--- src/rtl/sample_framer_pkg.sv ---
// Shared types and constants for the sample framer.
// SAMPLE_FRAMER_CSUM_EN adds the trailing checksum state.
package sample_framer_pkg;

    typedef enum logic [3:0] {
        S_IDLE,
        S_SYNC0,
        S_SYNC1,
        S_LEN,
        S_SEQ,
        S_RD,
        S_CAP,
        S_DHI,
`ifdef SAMPLE_FRAMER_CSUM_EN
        S_DLO,
        S_CSUM
`else
        S_DLO
`endif
    } state_t;

    localparam logic [7:0] DEF_SYNC0 = 8'hA5;
    localparam logic [7:0] DEF_SYNC1 = 8'h5A;

endpackage

--- src/rtl/framer_csum.sv ---
// 8-bit modular byte accumulator for the frame checksum.
// Clear has priority over add.
module framer_csum (
    input  logic       clk,
    input  logic       rst,
    input  logic       clr,
    input  logic       add,
    input  logic [7:0] din,
    output logic [7:0] sum
);

    // accumulate bytes mod 256, restart on clear
    always_ff @(posedge clk or posedge rst) begin
        if (rst) begin
            sum <= '0;
        end else if (clr) begin
            sum <= '0;
        end else if (add) begin
            sum <= sum + din;
        end
    end

endmodule

--- src/rtl/sample_framer.sv ---
// Packs 12-bit FIFO samples into a byte frame with a sync header.
// SAMPLE_FRAMER_CSUM_EN appends a checksum byte to each frame.
module sample_framer
    import sample_framer_pkg::*;
#(
    parameter int unsigned FRAME_SAMPLES = 16,
    parameter logic [7:0]  SYNC0         = DEF_SYNC0,
    parameter logic [7:0]  SYNC1         = DEF_SYNC1
) (
    input  logic        fifo_1_clk,
    input  logic        rst,
    input  logic        fifo_empty,
    input  logic [11:0] fifo_dout,
    output logic        fifo_rd_en,
    output logic [7:0]  tx_data,
    output logic        tx_valid,
    input  logic        tx_ready,
    output logic        busy,
    output logic        frame_done
);

    localparam logic [7:0] LEN = FRAME_SAMPLES[7:0];

    state_t      state;
    state_t      state_nxt;
    logic [7:0]  seq;
    logic [7:0]  cnt;
    logic [11:0] sample;
    logic        last;
    logic        acc;

    assign last = (cnt == LEN - 8'd1);
    assign acc  = tx_valid && tx_ready;
    assign busy = (state != S_IDLE);

`ifdef SAMPLE_FRAMER_CSUM_EN
    logic [7:0] csum;
    logic       csum_add;

    // payload bytes and LEN/SEQ feed the checksum as they are accepted
    always_comb begin
        csum_add = 1'b0;
        if (acc) begin
            unique case (state)
                S_LEN, S_SEQ, S_DHI, S_DLO: csum_add = 1'b1;
                default:                    csum_add = 1'b0;
            endcase
        end
    end

    framer_csum u_csum (
        .clk (fifo_1_clk),
        .rst (rst),
        .clr (state == S_SYNC0),
        .add (csum_add),
        .din (tx_data),
        .sum (csum)
    );
`endif

    // state, sequence number, sample counter and sample register
    always_ff @(posedge fifo_1_clk or posedge rst) begin
        if (rst) begin
            state  <= S_IDLE;
            seq    <= '0;
            cnt    <= '0;
            sample <= '0;
        end else begin
            state <= state_nxt;
            if (state == S_CAP) begin
                sample <= fifo_dout;
            end
            if (state == S_SYNC0) begin
                cnt <= '0;
            end else if (state == S_DLO && acc) begin
                cnt <= cnt + 8'd1;
            end
            if (frame_done) begin
                seq <= seq + 8'd1;
            end
        end
    end

    // next state and byte-stream outputs, held steady while stalled
    always_comb begin
        state_nxt  = state;
        tx_valid   = 1'b0;
        tx_data    = 8'h00;
        fifo_rd_en = 1'b0;
        frame_done = 1'b0;
        unique case (state)
            S_IDLE: begin
                if (!fifo_empty) state_nxt = S_SYNC0;
            end
            S_SYNC0: begin
                tx_valid = 1'b1;
                tx_data  = SYNC0;
                if (tx_ready) state_nxt = S_SYNC1;
            end
            S_SYNC1: begin
                tx_valid = 1'b1;
                tx_data  = SYNC1;
                if (tx_ready) state_nxt = S_LEN;
            end
            S_LEN: begin
                tx_valid = 1'b1;
                tx_data  = LEN;
                if (tx_ready) state_nxt = S_SEQ;
            end
            S_SEQ: begin
                tx_valid = 1'b1;
                tx_data  = seq;
                if (tx_ready) state_nxt = S_RD;
            end
            S_RD: begin
                if (!fifo_empty) begin
                    fifo_rd_en = 1'b1;
                    state_nxt  = S_CAP;
                end
            end
            S_CAP: begin
                state_nxt = S_DHI;
            end
            S_DHI: begin
                tx_valid = 1'b1;
                tx_data  = {4'h0, sample[11:8]};
                if (tx_ready) state_nxt = S_DLO;
            end
            S_DLO: begin
                tx_valid = 1'b1;
                tx_data  = sample[7:0];
                if (tx_ready) begin
                    if (!last) begin
                        state_nxt = S_RD;
                    end else begin
`ifdef SAMPLE_FRAMER_CSUM_EN
                        state_nxt = S_CSUM;
`else
                        state_nxt  = S_IDLE;
                        frame_done = 1'b1;
`endif
                    end
                end
            end
`ifdef SAMPLE_FRAMER_CSUM_EN
            S_CSUM: begin
                tx_valid = 1'b1;
                tx_data  = csum;
                if (tx_ready) begin
                    state_nxt  = S_IDLE;
                    frame_done = 1'b1;
                end
            end
`endif
            default: begin
                state_nxt = S_IDLE;
            end
        endcase
    end

endmodule

--- config.mk ---
export PLATFORM = sky130hd
export DESIGN_NAME = sample_framer
export DESIGN_NICKNAME = d
export VERILOG_FILES = /design/src/rtl/sample_framer_pkg.sv /design/src/rtl/framer_csum.sv /design/src/rtl/sample_framer.sv
export SDC_FILE = /design/constraint.sdc
export NUM_CORES = 1
export LEC_CHECK = 0
export ABC_CLOCK_PERIOD_IN_PS = 2880
export CORE_ASPECT_RATIO = 1.25
export CORE_UTILIZATION = 58
export CTS_CLUSTER_SIZE = 8
export DETAILED_ROUTE_END_ITERATION = 7
export PLACE_DENSITY_LB_ADDON = 0.3
export SYNTH_ARGS = -nofsm -noshare
export SYNTH_HDL_FRONTEND = slang
export SYNTH_SLANG_ARGS = --single-unit
--- constraint.sdc ---
create_clock -name fifo_1_clk -period 2.88 [get_ports fifo_1_clk]
set_clock_uncertainty 0.05 [all_clocks]
set_input_delay 0.576 -clock fifo_1_clk [delete_from_list [all_inputs] [get_ports fifo_1_clk]]
set_output_delay 0.576 -clock fifo_1_clk [all_outputs]
set_load 0.01 [all_outputs]
==> results of run 1 <==
timing repair:
item | 4_1_cts | 5_1_grt
setup endpoints to repair | 5 | 5
resized for setup | 3 | 4
setup buffers | 0 | 5
hold buffers | 0 | 0
cloned | 0 | 0
routing by layer:
layer  GRT usage  up-vias  part of all wire
met5           0        -                 0
met4       0.102        0             0.013
met3      0.0741        6             0.047
met2       0.524       56              0.54
met1       0.351      793              0.40
li1            -      765                 -
sequential cells by signal, indices dropped and copies added (netlist names):
name,cells
state,4
cnt,8
seq,8
sample,12
area by class of cell:
| class | count | area [sq um] |
|---|---|---|
| Timing Repair Buffer | 41 | 375 |
| Tap cell | 36 | 45.0 |
| Multi-Input combinational cell | 143 | 986 |
| Sequential cell | 32 | 805 |
| Fill cell | 196 | 644 |
| Inverter | 6 | 22.5 |
| Clock inverter | 1 | 30.0 |
| Clock buffer | 7 | 65.1 |
Yosys cell counts (all sizes together) (2+ instances only):
library cell / n / area share
clkbuf: 7 / 0.014
o31ai: 2 / 0.0081
or2: 2 / 0.0068
a22oi: 4 / 0.016
dfrtp: 32 / 0.43
o211ai: 2 / 0.0081
mux2i: 2 / 0.011
o32ai: 4 / 0.019
nor4b: 2 / 0.018
xnor2: 3 / 0.014
a31oi: 3 / 0.010
nand4: 3 / 0.018
and2: 2 / 0.0068
nand2: 15 / 0.030
buf: 3 / 0.012
nor2: 20 / 0.041
ha: 2 / 0.014
a21oi: 11 / 0.030
nor3: 6 / 0.016
nand3b: 3 / 0.012
xor2: 8 / 0.038
o21ai: 4 / 0.011
or4: 2 / 0.0081
o21a: 2 / 0.0081
nand3: 6 / 0.016
mux2: 13 / 0.079
o22a: 2 / 0.0095
inv: 6 / 0.012
a21o: 2 / 0.0081
nand2b: 6 / 0.020
kinds of logic after synthesis:
kind of cell    count (synthesis)
compound gates                 39
xor+xnor                       11
fa+ha+maj                       2
buf+inv                        16
flops                          32
mux                            15
simple gates                   76
how the worst min path moves through the flow:
stage | end | slack, ns | cells after the start
after floorplan | seq[7]$_DFFE_PP0P_ | 0.39 | 1
after global placement | seq[7]$_DFFE_PP0P_ | 0.42 | 1
after detailed placement | seq[7]$_DFFE_PP0P_ | 0.43 | 1
after CTS | seq[7]$_DFFE_PP0P_ | 0.45 | 1
after global routing | seq[7]$_DFFE_PP0P_ | 0.48 | 1
final | seq[7]$_DFFE_PP0P_ | 0.45 | 1
through the flow:
stage           util  setup slack, ns  hold slack, ns  cells  power, uW
2_1_floorplan      -            0.781           0.392    191       1280
3_3_place_gp   0.734            0.330           0.419    253       1570
3_5_place_dp   0.734            0.293           0.434    253       1610
4_1_cts        0.768          0.00633           0.452    261       2020
5_1_grt        0.783          0.00859           0.475    266       2180
6_report       0.783           0.0683           0.452    266       2070
critical path, cell delays in order (launching register included):
cell,delay [ns]
sky130_fd_sc_hd__dfrtp_2,0.51
sky130_fd_sc_hd__and2b_2,0.30
sky130_fd_sc_hd__a22oi_1,0.12
sky130_fd_sc_hd__o22a_1,0.19
sky130_fd_sc_hd__o21ai_0,0.15
sky130_fd_sc_hd__clkdlybuf4s50_1,0.56
power groups by stage:
stage          combinational [uW]  clock (uW)  sequential (uW)
5_1_grt                      1090         412              677
4_1_cts                       942         400              679
6_report                     1010         395              666
3_3_place_gp                  895           0              672
3_5_place_dp                  924           0              681
2_1_floorplan                 645           0              635
==> out/results.md, run 1 <==
| Step | Metric | Reported |
| --- | --- | --- |
| hold path | Startpoint of the lowest-slack hold path | seq[7]$_DFFE_PP0P_ |
| die | Total die area | 0.00342 sq mm |
| sta | Highest Clock Rate | 356 MHz |
| grt | Wire length of the first global-routing pass | 7.37 mm |
| hold path | Path category of the worst min-delay check | flip-flop to flip-flop |
| routing | Count of unresolved DRC violations after routing | 0 |
| pwr | Switching power of the nets | 761 uW |
| grt | Overall routing resource usage | 0.301 |
| pwr | Switching Fraction | 0.368 |
| routing | Iteration-0 DRC count of the detailed router | 68 |
| logic synthesis | Area share of and/or/nand/nor cells after synthesis | 0.232 |
| clocking | Root cell of the clock tree | sky130_fd_sc_hd__clkbuf_4 |
| worst setup path | Startpoint of the worst-slack reg-to-reg timing path | state[2]$_DFFE_PP0P_ |
| grt | Antenna violations before repair | 0 |
| worst setup path | Minimum setup slack among reg-to-reg paths | 0.86 ns |
| grt | Largest net degree at the start of global routing | 33 |
| sta | Final Hold Vio Count | 0 |
| final layout | Design area | 0.00233 sq mm |
| logic synthesis | Most frequently used flop master after synthesis | sky130_fd_sc_hd__dfrtp_1 |
| pwr | Leak pwr | 0.00101 uW |
| logic synthesis | Distinct cell type count after synthesis | 45 |
| routing | Average wire length per cell after detail routing | 16.9 microns |
| placed design | Number of port buffers | 27 |
| grt | Via count of the first global-routing pass | 1615 |
| logic synthesis | Synth warnings | 0 |
| logic synthesis | Mapped Cells | 191 |
| logic synthesis | Fraction of the yosys area taken by sequential cells | 0.433 |
| sta | Final-report setup violation count | 0 |
| worst setup path | Critical path capture point type | output port |
| pwr | Combinational share of power | 0.488 |
| die | Initial cell density of the core | 0.622 |
| worst setup path | Cell count of the worst reg-to-reg path | 6 |
| die | Die boundary height | 65.1 microns |
| grt | Remaining global-route overflow | 0 |
| sta | Slew HR | 0.702 |
| die | Core area | 0.00297 sq mm |
| worst setup path | FF-to-FF End | cnt[7]$_DFFE_PP0P_ |
| routing | Per-cell via count in the routed design | 6.09 |
| worst setup path | Worst setup path end | tx_data[3] |
| logic synthesis | Dominant combinational cell family by area after synthesis | simple AND/OR/NAND/NOR gates |
| logic synthesis | Syn Std Cell Area | 0.00185 sq mm |
| flow run | Max Cap Viol | 0 |
| routing | Count of TritonRoute iterations in the first routing pass | 4 |
| final layout | Top library cells by usage in the layout, fill and taps aside | sky130_fd_sc_hd__dfrtp_1 (29), sky130_fd_sc_hd__clkdlybuf4s50_1 (27), sky130_fd_sc_hd__nor2_1 (19) |
| final layout | Growth of design area from synthesis to finish | 26.0% |
| pwr | Sequential cell fraction of total power | 0.322 |
| logic synthesis | Number of register bits inferred by synthesis | 32 |
| final layout | Layout cells sized above 1 | 0.204 |
| logic synthesis | Asr flop ratio synth | 1.00 |
| sta | Period utilization | 0.976 |
| logic synthesis | Multiplexer share of the synthesized area | 0.0900 |
| die | IO Pins | 28 |
| clocking | Number of H-tree branching levels | 2 |
| placed design | Standard cell area after detailed placement | 0.00218 sq mm |
| logic synthesis | Per-instance average area after synthesis | 9.68 sq um |
| placed design | GP Congestion | 0.854 |
| logic synthesis | Area fraction in compound gates after synthesis | 0.142 |
| final layout | Leading cell type in the layout, fill and taps excluded | sky130_fd_sc_hd__dfrtp_1 |
| pwr | Internal power component | 1310 uW |
| die | FP Rows | 22 |
| clocking | CTS tree | done |
| routing | Residual antenna-violating net count after detailed routing | 0 |
| clocking | Sinks on the clock net | 32 |
| status | Run status | finished, final reports clean |
| final layout | Antenna diode instance count | 0 |
| logic synthesis | Number of enable flip-flop cells after synthesis | 0 |
| final layout | Number of nets in the layout | 247 |
| logic synthesis | Adder and majority gate portion of the synthesized area | 0.0135 |
| worst setup path | Type of the setup path with the least slack | flip-flop to output port |
| sta | Post-Route Setup TNS | 0 ns |
| pwr | Part of the power in the clock network | 0.191 |
| sta | Slew at the pin with the worst max-slew slack | 0.445 ns |
| worst setup path | Worst Path Max Fanout | 15 |
| clocking | Total clock buffers created by CTS | 5 |
| logic synthesis | Synthesized net count | 209 |
| placed design | Final HPWL DP | 3.05 mm |
| clocking | Clock slew at reported path FFs | 0.10 ns |
| sta | Fin. max-slew vios | 0 |
| clocking | Clock latency on the worst-skew pair | 0.34 ns |
| pwr | Peak supply drop | 708 uV |
| clocking | Maximum root-to-sink buffer count | 2 |
| sta | Unrepaired setup endpoints after global routing | false |
| worst setup path | CP startpoint | state[3]$_DFFE_PP0P_ |
| die | Die Span X | 52.5 microns |
| worst setup path | CP Data Required Time | 2.25 ns |
| pwr | Total power divided by cell area | 889 mW/mm^2 |
| logic synthesis | Post-synthesis xor/xnor area fraction | 0.0521 |
| worst setup path | Element type at the critical path start | flip-flop |
| routing | Overall via count from detail_route | 1620 |
| sta | Fin crit period | 2.81 ns |
| worst setup path | Critical path arrival | 2.19 ns |
| routing | Final wirelength | 4.51 mm |
(Power assumes the default switching activity.)
==> run 2, diff against run 1 <==
--- a/config.mk
+++ b/config.mk
@@ -5,9 +5,9 @@
 export SDC_FILE = /design/constraint.sdc
 export NUM_CORES = 1
 export LEC_CHECK = 0
-export ABC_CLOCK_PERIOD_IN_PS = 2880
+export ABC_CLOCK_PERIOD_IN_PS = 3100
 export CORE_ASPECT_RATIO = 1.25
-export CORE_UTILIZATION = 58
+export CORE_UTILIZATION = 53
 export CTS_CLUSTER_SIZE = 8
 export DETAILED_ROUTE_END_ITERATION = 7
 export PLACE_DENSITY_LB_ADDON = 0.3
==> constraint.sdc (replaced) <==
create_clock -name fifo_1_clk -period 3.1 [get_ports fifo_1_clk]
set_clock_uncertainty 0.05 [all_clocks]
set_input_delay 0.62 -clock fifo_1_clk [delete_from_list [all_inputs] [get_ports fifo_1_clk]]
set_output_delay 0.62 -clock fifo_1_clk [all_outputs]
set_load 0.01 [all_outputs]
==> out/results.md, run 2 (synthesis gave the netlist of run 1 again) <==
| Step | Metric | Reported |
| --- | --- | --- |
| clocking | CTS tree | done |
| grt | Overall routing resource usage | 0.267 |
| pwr | Internal power component | 1210 uW |
| grt | Antenna violations before repair | 0 |
| die | Die Span X | 54.8 microns |
| final layout | Fillcell total | 252 |
| sta | Period utilization | 0.960 |
| worst setup path | Worst Path Max Fanout | 19 |
| sta | Slew at the pin with the worst max-slew slack | 0.632 ns |
| placed design | GP Congestion | 0.854 |
| grt | Via count of the first global-routing pass | 1540 |
| sta | Final Hold Vio Count | 0 |
| pwr | Peak supply drop | 624 uV |
| routing | Iteration-0 DRC count of the detailed router | 66 |
| clocking | Root cell of the clock tree | sky130_fd_sc_hd__clkbuf_8 |
| worst setup path | CP Data Required Time | 2.43 ns |
| final layout | Top library cells by usage in the layout, fill and taps aside | sky130_fd_sc_hd__dfrtp_1 (31), sky130_fd_sc_hd__clkdlybuf4s50_1 (27), sky130_fd_sc_hd__nor2_1 (20) |
| worst setup path | Slowest library cell on the worst path | sky130_fd_sc_hd__or4b_2 |
| sta | Slew HR | 0.578 |
| hold path | Path category of the worst min-delay check | flip-flop to flip-flop |
| grt | Wire length of the first global-routing pass | 6.92 mm |
| worst setup path | Crit path largest cell delay | 0.69 ns |
| sta | Unrepaired setup endpoints after global routing | false |
| die | IO Pins | 28 |
| routing | Count of TritonRoute iterations in the first routing pass | 4 |
| final layout | Number of flip-flops under the largest register name | 12 |
| routing | Overall via count from detail_route | 1567 |
| clocking | Total clock buffers created by CTS | 5 |
| final layout | Layout cells sized above 1 | 0.156 |
| grt | Remaining global-route overflow | 0 |
| worst setup path | Crit-path cells | or4b_2 -> o21ai_0 -> clkdlybuf4s50_1 |
| placed design | Final HPWL DP | 3.02 mm |
| final layout | Growth of design area from synthesis to finish | 24.1% |
| die | Initial cell density of the core | 0.568 |
| die | Total die area | 0.00373 sq mm |
| sta | Post-Route Setup TNS | 0 ns |
| pwr | Switching power of the nets | 675 uW |
| clocking | Count of buffers added by post-CTS timing repair for setup | 0 |
| die | Die boundary height | 68.0 microns |
| clocking | Clock slew at reported path FFs | 0.06 ns |
| pwr | Sequential cell fraction of total power | 0.349 |
| die | FP Rows | 23 |
| final layout | Design area | 0.00229 sq mm |
| sta | Final-report setup violation count | 0 |
| clocking | Sinks on the clock net | 32 |
| pwr | Switching Fraction | 0.358 |
| final layout | Top reg by flops | sample |
| routing | Count of unresolved DRC violations after routing | 0 |
| final layout | Biggest regs | sample (12), cnt (8), seq (8) |
| routing | Average wire length per cell after detail routing | 15.9 microns |
| pwr | Combinational share of power | 0.442 |
| routing | Residual antenna-violating net count after detailed routing | 0 |
| clocking | Clock latency on the worst-skew pair | 0.29 ns |
| pwr | Leak pwr | 0.000992 uW |
| final layout | Utilization after layout | 0.705 |
| worst setup path | Critical path capture point type | output port |
| sta | Fin crit period | 2.98 ns |
| worst setup path | Cell class contributing the biggest share of worst-path delay | simple AND/OR/NAND/NOR gates |
| final layout | Number of nets in the layout | 242 |
| final layout | Leading cell type in the layout, fill and taps excluded | sky130_fd_sc_hd__dfrtp_1 |
| routing | Per-cell via count in the routed design | 5.98 |
| clocking | Maximum root-to-sink buffer count | 2 |
| sta | Highest Clock Rate | 336 MHz |
| worst setup path | Worst Path Buf+Inv | 1 |
| pwr | Total power divided by cell area | 821 mW/mm^2 |
| worst setup path | Element type at the critical path start | flip-flop |
| routing | Final wirelength | 4.16 mm |
| worst setup path | Critical path arrival | 2.31 ns |
| placed design | Number of port buffers | 27 |
| placed design | Standard cell area after detailed placement | 0.00218 sq mm |
| die | Core area | 0.00325 sq mm |
| status | Run status | finished, final reports clean |
| grt | Largest net degree at the start of global routing | 21 |
| worst setup path | Type of the setup path with the least slack | flip-flop to output port |
| sta | Fin. max-slew vios | 0 |
| flow run | Max Cap Viol | 0 |
| clocking | Number of H-tree branching levels | 2 |
| final layout | Antenna diode instance count | 0 |
| pwr | Part of the power in the clock network | 0.208 |
==> run 2: layout make-up <==
cell class,count,area [sq um],share of cell area
multi-input cells,143,977,0.426
repair buffers,36,338,0.147
clock inverters,2,35.0,0.0153
clock buffers,6,72.6,0.0316
flip-flops and latches,32,802,0.350
inverters,6,22.5,0.00982
well taps,37,46.3,0.0202
==> run 2: worst paths after layout <==
check,end,start,slack (ns),cells past startpoint
max,tx_valid,state[3]$_DFFE_PP0P_,0.12,3
min,seq[7]$_DFFE_PP0P_,seq[7]$_DFFE_PP0P_,0.43,1
max reg2reg,seq[5]$_DFFE_PP0P_,state[3]$_DFFE_PP0P_,1.02,6
min reg2reg,seq[7]$_DFFE_PP0P_,seq[7]$_DFFE_PP0P_,0.43,1
max in group asynchronous,state[2]$_DFFE_PP0P_,rst,1.65,3
min in group asynchronous,seq[1]$_DFFE_PP0P_,rst,0.66,2
==> run 2: metal layers <==
layer	global-route usage	wire length [microns]	vias to the layer above
met3	0.0711	192	11
met2	0.429	2050	54
met5	0	0	-
met1	0.314	1810	742
li1	-	-	760
met4	0.147	117	0
==> run 2: power groups by stage <==
stage          combinational, uW  clock [uW]  sequential (uW)
3_5_place_dp                 825           0              658
6_report                     833         392              658
3_3_place_gp                 811           0              654
4_1_cts                      830         400              651
5_1_grt                      909         420              670
2_1_floorplan                599           0              590
==> run 2: what timing repair did <==
item / 4_1_cts / 5_1_grt
hold buffers: 0 / 0
gates resized for setup: 0 / 1
setup endpoints to repair: 0 / 1
==> run 2: per-stage QoR <==
step                instances  total power, uW  hold slack (ns)  setup slack, ns
CTS                       262             1880            0.431           0.0998
global placement          254             1470            0.415            0.440
detailed placement        254             1480            0.414            0.412
finish                    262             1880            0.434            0.124
global route              262             2000            0.462           0.0101
floorplan                 191             1190            0.392            0.957
==> run 3, diff against run 2 <==
--- a/config.mk
+++ b/config.mk
@@ -8,9 +8,11 @@
 export ABC_CLOCK_PERIOD_IN_PS = 3100
 export CORE_ASPECT_RATIO = 1.25
 export CORE_UTILIZATION = 53
+export CTS_BUF_LIST = sky130_fd_sc_hd__clkbuf_16
 export CTS_CLUSTER_SIZE = 8
 export DETAILED_ROUTE_END_ITERATION = 7
 export PLACE_DENSITY_LB_ADDON = 0.3
+export SETUP_SLACK_MARGIN = 0.02
 export SYNTH_ARGS = -nofsm -noshare
 export SYNTH_HDL_FRONTEND = slang
 export SYNTH_SLANG_ARGS = --single-unit
==> out/results.md, run 3 (synthesis gave the netlist of run 1 again) <==
| Step | Metric | Reported |
| --- | --- | --- |
| status | Run status | finished, final reports clean |
| grt | Overall routing resource usage | 0.263 |
| sta | Highest Clock Rate | 337 MHz |
| worst setup path | Element type at the critical path start | flip-flop |
| routing | Count of unresolved DRC violations after routing | 0 |
| flow run | Max Cap Viol | 0 |
| final layout | Top reg by flops | sample |
| grt | Remaining global-route overflow | 0 |
| pwr | Combinational share of power | 0.410 |
| die | Initial cell density of the core | 0.568 |
| clocking | Clock latency on the worst-skew pair | 0.27 ns |
| worst setup path | CP Data Required Time | 2.43 ns |
| clocking | Sinks on the clock net | 32 |
| clocking | Cts-stage hold buffer count | 0 |
| sta | Post-Route Setup TNS | 0 ns |
| worst setup path | Type of the setup path with the least slack | flip-flop to output port |
| final layout | Biggest regs | sample (12), cnt (8), seq (8) |
| routing | Final wirelength | 4.20 mm |
| final layout | Leading cell type in the layout, fill and taps excluded | sky130_fd_sc_hd__dfrtp_1 |
| pwr | Internal power component | 1340 uW |
| sta | Slew at the pin with the worst max-slew slack | 0.630 ns |
| final layout | Top library cells by usage in the layout, fill and taps aside | sky130_fd_sc_hd__dfrtp_1 (31), sky130_fd_sc_hd__clkdlybuf4s50_1 (27), sky130_fd_sc_hd__nor2_1 (20) |
| sta | Min setup slack post-route | 0.131 ns |
| clocking | CTS tree | done |
| die | IO Pins | 28 |
| worst setup path | Worst Path Max Fanout | 19 |
| routing | Count of TritonRoute iterations in the first routing pass | 4 |
| clocking | Maximum root-to-sink buffer count | 2 |
| routing | Iteration-0 DRC count of the detailed router | 62 |
| final layout | Layout cells sized above 1 | 0.156 |
| sta | Final-report setup violation count | 0 |
| pwr | Switching Fraction | 0.339 |
| final layout | Antenna diode instance count | 0 |
| final layout | Number of nets in the layout | 242 |
| pwr | Leak pwr | 0.00102 uW |
| pwr | Sequential cell fraction of total power | 0.323 |
| routing | Per-cell via count in the routed design | 5.99 |
| worst setup path | Critical path arrival | 2.30 ns |
| clocking | Count of buffers added by post-CTS timing repair for setup | 0 |
| grt | Antenna violations before repair | 0 |
| grt | Wire length of the first global-routing pass | 6.88 mm |
| placed design | Number of port buffers | 27 |
| final layout | Number of flip-flops under the largest register name | 12 |
| sta | Fin. max-slew vios | 0 |
| sta | Final Hold Vio Count | 0 |
| sta | Fin crit period | 2.97 ns |
| routing | Average wire length per cell after detail routing | 16.0 microns |
| die | FP Rows | 23 |
| worst setup path | Critical path capture point type | output port |
| clocking | Clock slew at reported path FFs | 0.05 ns |
| die | Core area | 0.00325 sq mm |
| routing | Residual antenna-violating net count after detailed routing | 0 |
| sta | Slew HR | 0.579 |
| clocking | Total clock buffers created by CTS | 5 |
| clocking | Resized cells post-CTS | 0 |
| pwr | Peak supply drop | 661 uV |
| grt | Largest net degree at the start of global routing | 21 |
| die | Die boundary height | 68.0 microns |
| final layout | Growth of design area from synthesis to finish | 27.1% |
| die | Total die area | 0.00373 sq mm |
| placed design | GP Congestion | 0.854 |
| pwr | Total power divided by cell area | 866 mW/mm^2 |
| placed design | Final HPWL DP | 3.02 mm |
| clocking | Number of H-tree branching levels | 2 |
| pwr | Switching power of the nets | 690 uW |
| pwr | Part of the power in the clock network | 0.267 |
| sta | Unrepaired setup endpoints after global routing | false |
| clocking | Root cell of the clock tree | sky130_fd_sc_hd__clkbuf_16 |
| sta | Period utilization | 0.958 |
| hold path | Path category of the worst min-delay check | flip-flop to flip-flop |
| routing | Overall via count from detail_route | 1570 |
| grt | Via count of the first global-routing pass | 1551 |
| die | Die Span X | 54.8 microns |
| placed design | Setup slack at placement | 0.412 ns |
## run 3: cell count changes in the layout (fill, tap and decap cells not counted), sizes merged
cell / previous run / this run
inv: 6 / 7
clkbuf: 6 / 5
## run 3: worst max-delay path, stage by stage (launching register included)
cell,delay [ns]
sky130_fd_sc_hd__dfrtp_1,0.65
sky130_fd_sc_hd__or4b_2,0.69
sky130_fd_sc_hd__o21ai_0,0.12
sky130_fd_sc_hd__clkdlybuf4s50_1,0.56
## run 3: final timing paths
check / startpoint / end / slack (ns) / cells after the start
max: state[3]$_DFFE_PP0P_ / tx_valid / 0.13 / 3
min: seq[7]$_DFFE_PP0P_ / seq[7]$_DFFE_PP0P_ / 0.43 / 1
max reg2reg: state[3]$_DFFE_PP0P_ / seq[5]$_DFFE_PP0P_ / 1.03 / 6
min reg2reg: seq[7]$_DFFE_PP0P_ / seq[7]$_DFFE_PP0P_ / 0.43 / 1
max in group asynchronous: rst / state[2]$_DFFE_PP0P_ / 1.63 / 3
min in group asynchronous: rst / seq[6]$_DFFE_PP0P_ / 0.68 / 2
## run 3: final cells by class
| class | count | area, sq um |
|---|---|---|
| Tap cell | 37 | 46.3 |
| Clock buffer | 5 | 125 |
| Clock inverter | 3 | 38.8 |
| Multi-Input combinational cell | 143 | 977 |
| Fill cell | 237 | 902 |
| Sequential cell | 32 | 802 |
| Timing Repair Buffer | 36 | 338 |
| Inverter | 6 | 22.5 |
## run 3: layer usage
metal | global-route usage | part of all wire
met1 | 0.310 | 0.42
met5 | 0 | 0
met3 | 0.0600 | 0.048
met2 | 0.434 | 0.50
met4 | 0.138 | 0.032
## run 3: per-stage QoR
| step | cell area, sq um | hold WS (ns) | instances | power (uW) | utilization |
|---|---|---|---|---|---|
| finish | 2350 | 0.431 | 262 | 2030 | 0.723 |
| global placement | 2180 | 0.415 | 254 | 1470 | 0.672 |
| floorplan | 1850 | 0.392 | 191 | 1190 | - |
| detailed placement | 2180 | 0.414 | 254 | 1480 | 0.672 |
| global route | 2350 | 0.459 | 262 | 2150 | 0.723 |
| CTS | 2350 | 0.429 | 262 | 2040 | 0.722 |
## run 3: power groups by stage
stage | Combinational [uW] | Clock, uW | Sequential (uW)
6_report | 834 | 543 | 658
5_1_grt | 916 | 566 | 671
4_1_cts | 835 | 555 | 652
3_5_place_dp | 825 | 0 | 658
3_3_place_gp | 811 | 0 | 654
2_1_floorplan | 599 | 0 | 590
==> RTL change (settings of run 3) <==
Re-encode `state_t` (9 states) as one-hot, 9 bits wide.
--- a/src/rtl/sample_framer_pkg.sv
+++ b/src/rtl/sample_framer_pkg.sv
@@ -2,20 +2,20 @@
 // SAMPLE_FRAMER_CSUM_EN adds the trailing checksum state.
 package sample_framer_pkg;
 
-    typedef enum logic [3:0] {
-        S_IDLE,
-        S_SYNC0,
-        S_SYNC1,
-        S_LEN,
-        S_SEQ,
-        S_RD,
-        S_CAP,
-        S_DHI,
+    typedef enum logic [8:0] {
+        S_IDLE  = 9'b000000001,
+        S_SYNC0 = 9'b000000010,
+        S_SYNC1 = 9'b000000100,
+        S_LEN   = 9'b000001000,
+        S_SEQ   = 9'b000010000,
+        S_RD    = 9'b000100000,
+        S_CAP   = 9'b001000000,
+        S_DHI   = 9'b010000000,
 `ifdef SAMPLE_FRAMER_CSUM_EN
         S_DLO,
         S_CSUM
 `else
-        S_DLO
+        S_DLO   = 9'b100000000
 `endif
     } state_t;
 
Formal check against the unedited RTL: no difference found for any inputs over 10 cycles, from zero or initial values and one cycle with rst high; not proved beyond that.
==> RTL change against run 3 <==
Total power down 23%; count of clock-buffer cells in the layout unchanged; area after synthesis up 6.4%; final area up 5.2%; routed wire length up 2.5%; largest cell class unchanged; fmax up 0.54%; sequential cell count up 5; sequential power down 13%; highest routed layer unchanged; setup slack better by 16 ps; clock power down 15%; critical path depth up 1; sequential share of layout area up 3.4 points.
==> RTL change: results (changes against run 3) <==
[logic_synthesis]
yosysSeqAreaShare_pct=47.2  ; +3.8 points
synth_common_cells=36 x dfrtp_1, 15 x nand2_1, 14 x nor2_1
synthTopCellsByArea=dfrtp_1 46%, mux2_2 6.3%, xor2_1 4.0%
yosysUniqueCellTypes=39  ; -13%
synth_compound_area_share_pct=9.55  ; -4.6 points
syn_inst=181  ; -5.2%
synth_nets=199  ; -4.8%
synth-adder-area-share_pct=1.27  ; -0.081 points

[route]
met2_wirelength_um=2300  ; +11%
wl_met3_um=170  ; -15%
wire_per_inst_um=16.7  ; +4.5%
drt-met1-wl_um=1750  ; -1.8%

[global_route]
grt_usage_pct=24.7  ; -1.7 points
grt_pass1_wl_um=7450  ; +8.3%
grt_max_degree=38  ; +81%
use_met1_pct=32.5  ; +1.5 points
use_met2_pct=38.6  ; -4.8 points
use_met3_pct=5.56  ; -0.44 points

[worst_setup_path]
critical_path.slowest_cell=clkdlybuf4s50_1
critPathArrivalTime_ps=2280  ; -20 ps
r2r_cells=5  ; -1
cpPeakStageDelay_ps=570  ; -120 ps
timing.rr.end=state[3]$_DFFE_PP0P_
ff2ff_setup_slack_ps=880  ; -150 ps
crit_path_start=state[4]$_DFFE_PP0P_

[finish]
buf_share_pct=14.1  ; -0.30 points
fillers=273  ; +15%
multi_input_cells=130  ; -9.1%
buffers=38  ; +5.6%
drive_gt1_share_pct=18.8  ; +3.3 points
nets=236  ; -2.5%
nFlopsAndLatches=37  ; +16%
multi_input_area_share_pct=40.2  ; -1.4 points

[place]
dp_hpwl_um=3070  ; +1.4%

[power]
leakage_nw=1.15  ; +13%

[cts]
cts_resized=4  ; +4
post_cts_buffers=1  ; +1

[outcome]
outcome=finished clean

[timing]
maxSlewHeadroom_pct=57.9  ; about the same

RTL change: cell count changes after synthesis, moves of 5 or more:
cell     before  now
nand4_1       2   11
nor2_1       20   14
xnor2_1       3    8
a21oi_1      11    5
RTL change: through the flow:
stage          utilization (%)  cell area, um2  total power [mW]  setup slack [ps]  hold WS [ps]
3_3_place_gp              66.1            2320              1.10               222           422
5_1_grt                   70.3            2470              1.66              44.6           444
4_1_cts                   69.9            2460              1.57              35.5           446
3_5_place_dp              66.1            2320              1.12               194           433
2_1_floorplan                -            1970             0.931               551           397
6_report                  70.3            2470              1.57               147           440
RTL change: worst max-delay path, delay by kind of cell (launching register included):
family / cells / cell delay [ps]
AND/OR/NAND/NOR: 2 / 900
flip-flops: 1 / 370
buffers and inverters: 1 / 570
AO/OA/AOI/OAI: 1 / 160
RTL change: where the power goes:
part           switching [mW]  internal (mW)  leakage (nW)
clock network           0.177          0.287        0.0685
logic                   0.268          0.270         0.602
registers              0.0510          0.519         0.484
total                   0.496           1.08          1.15
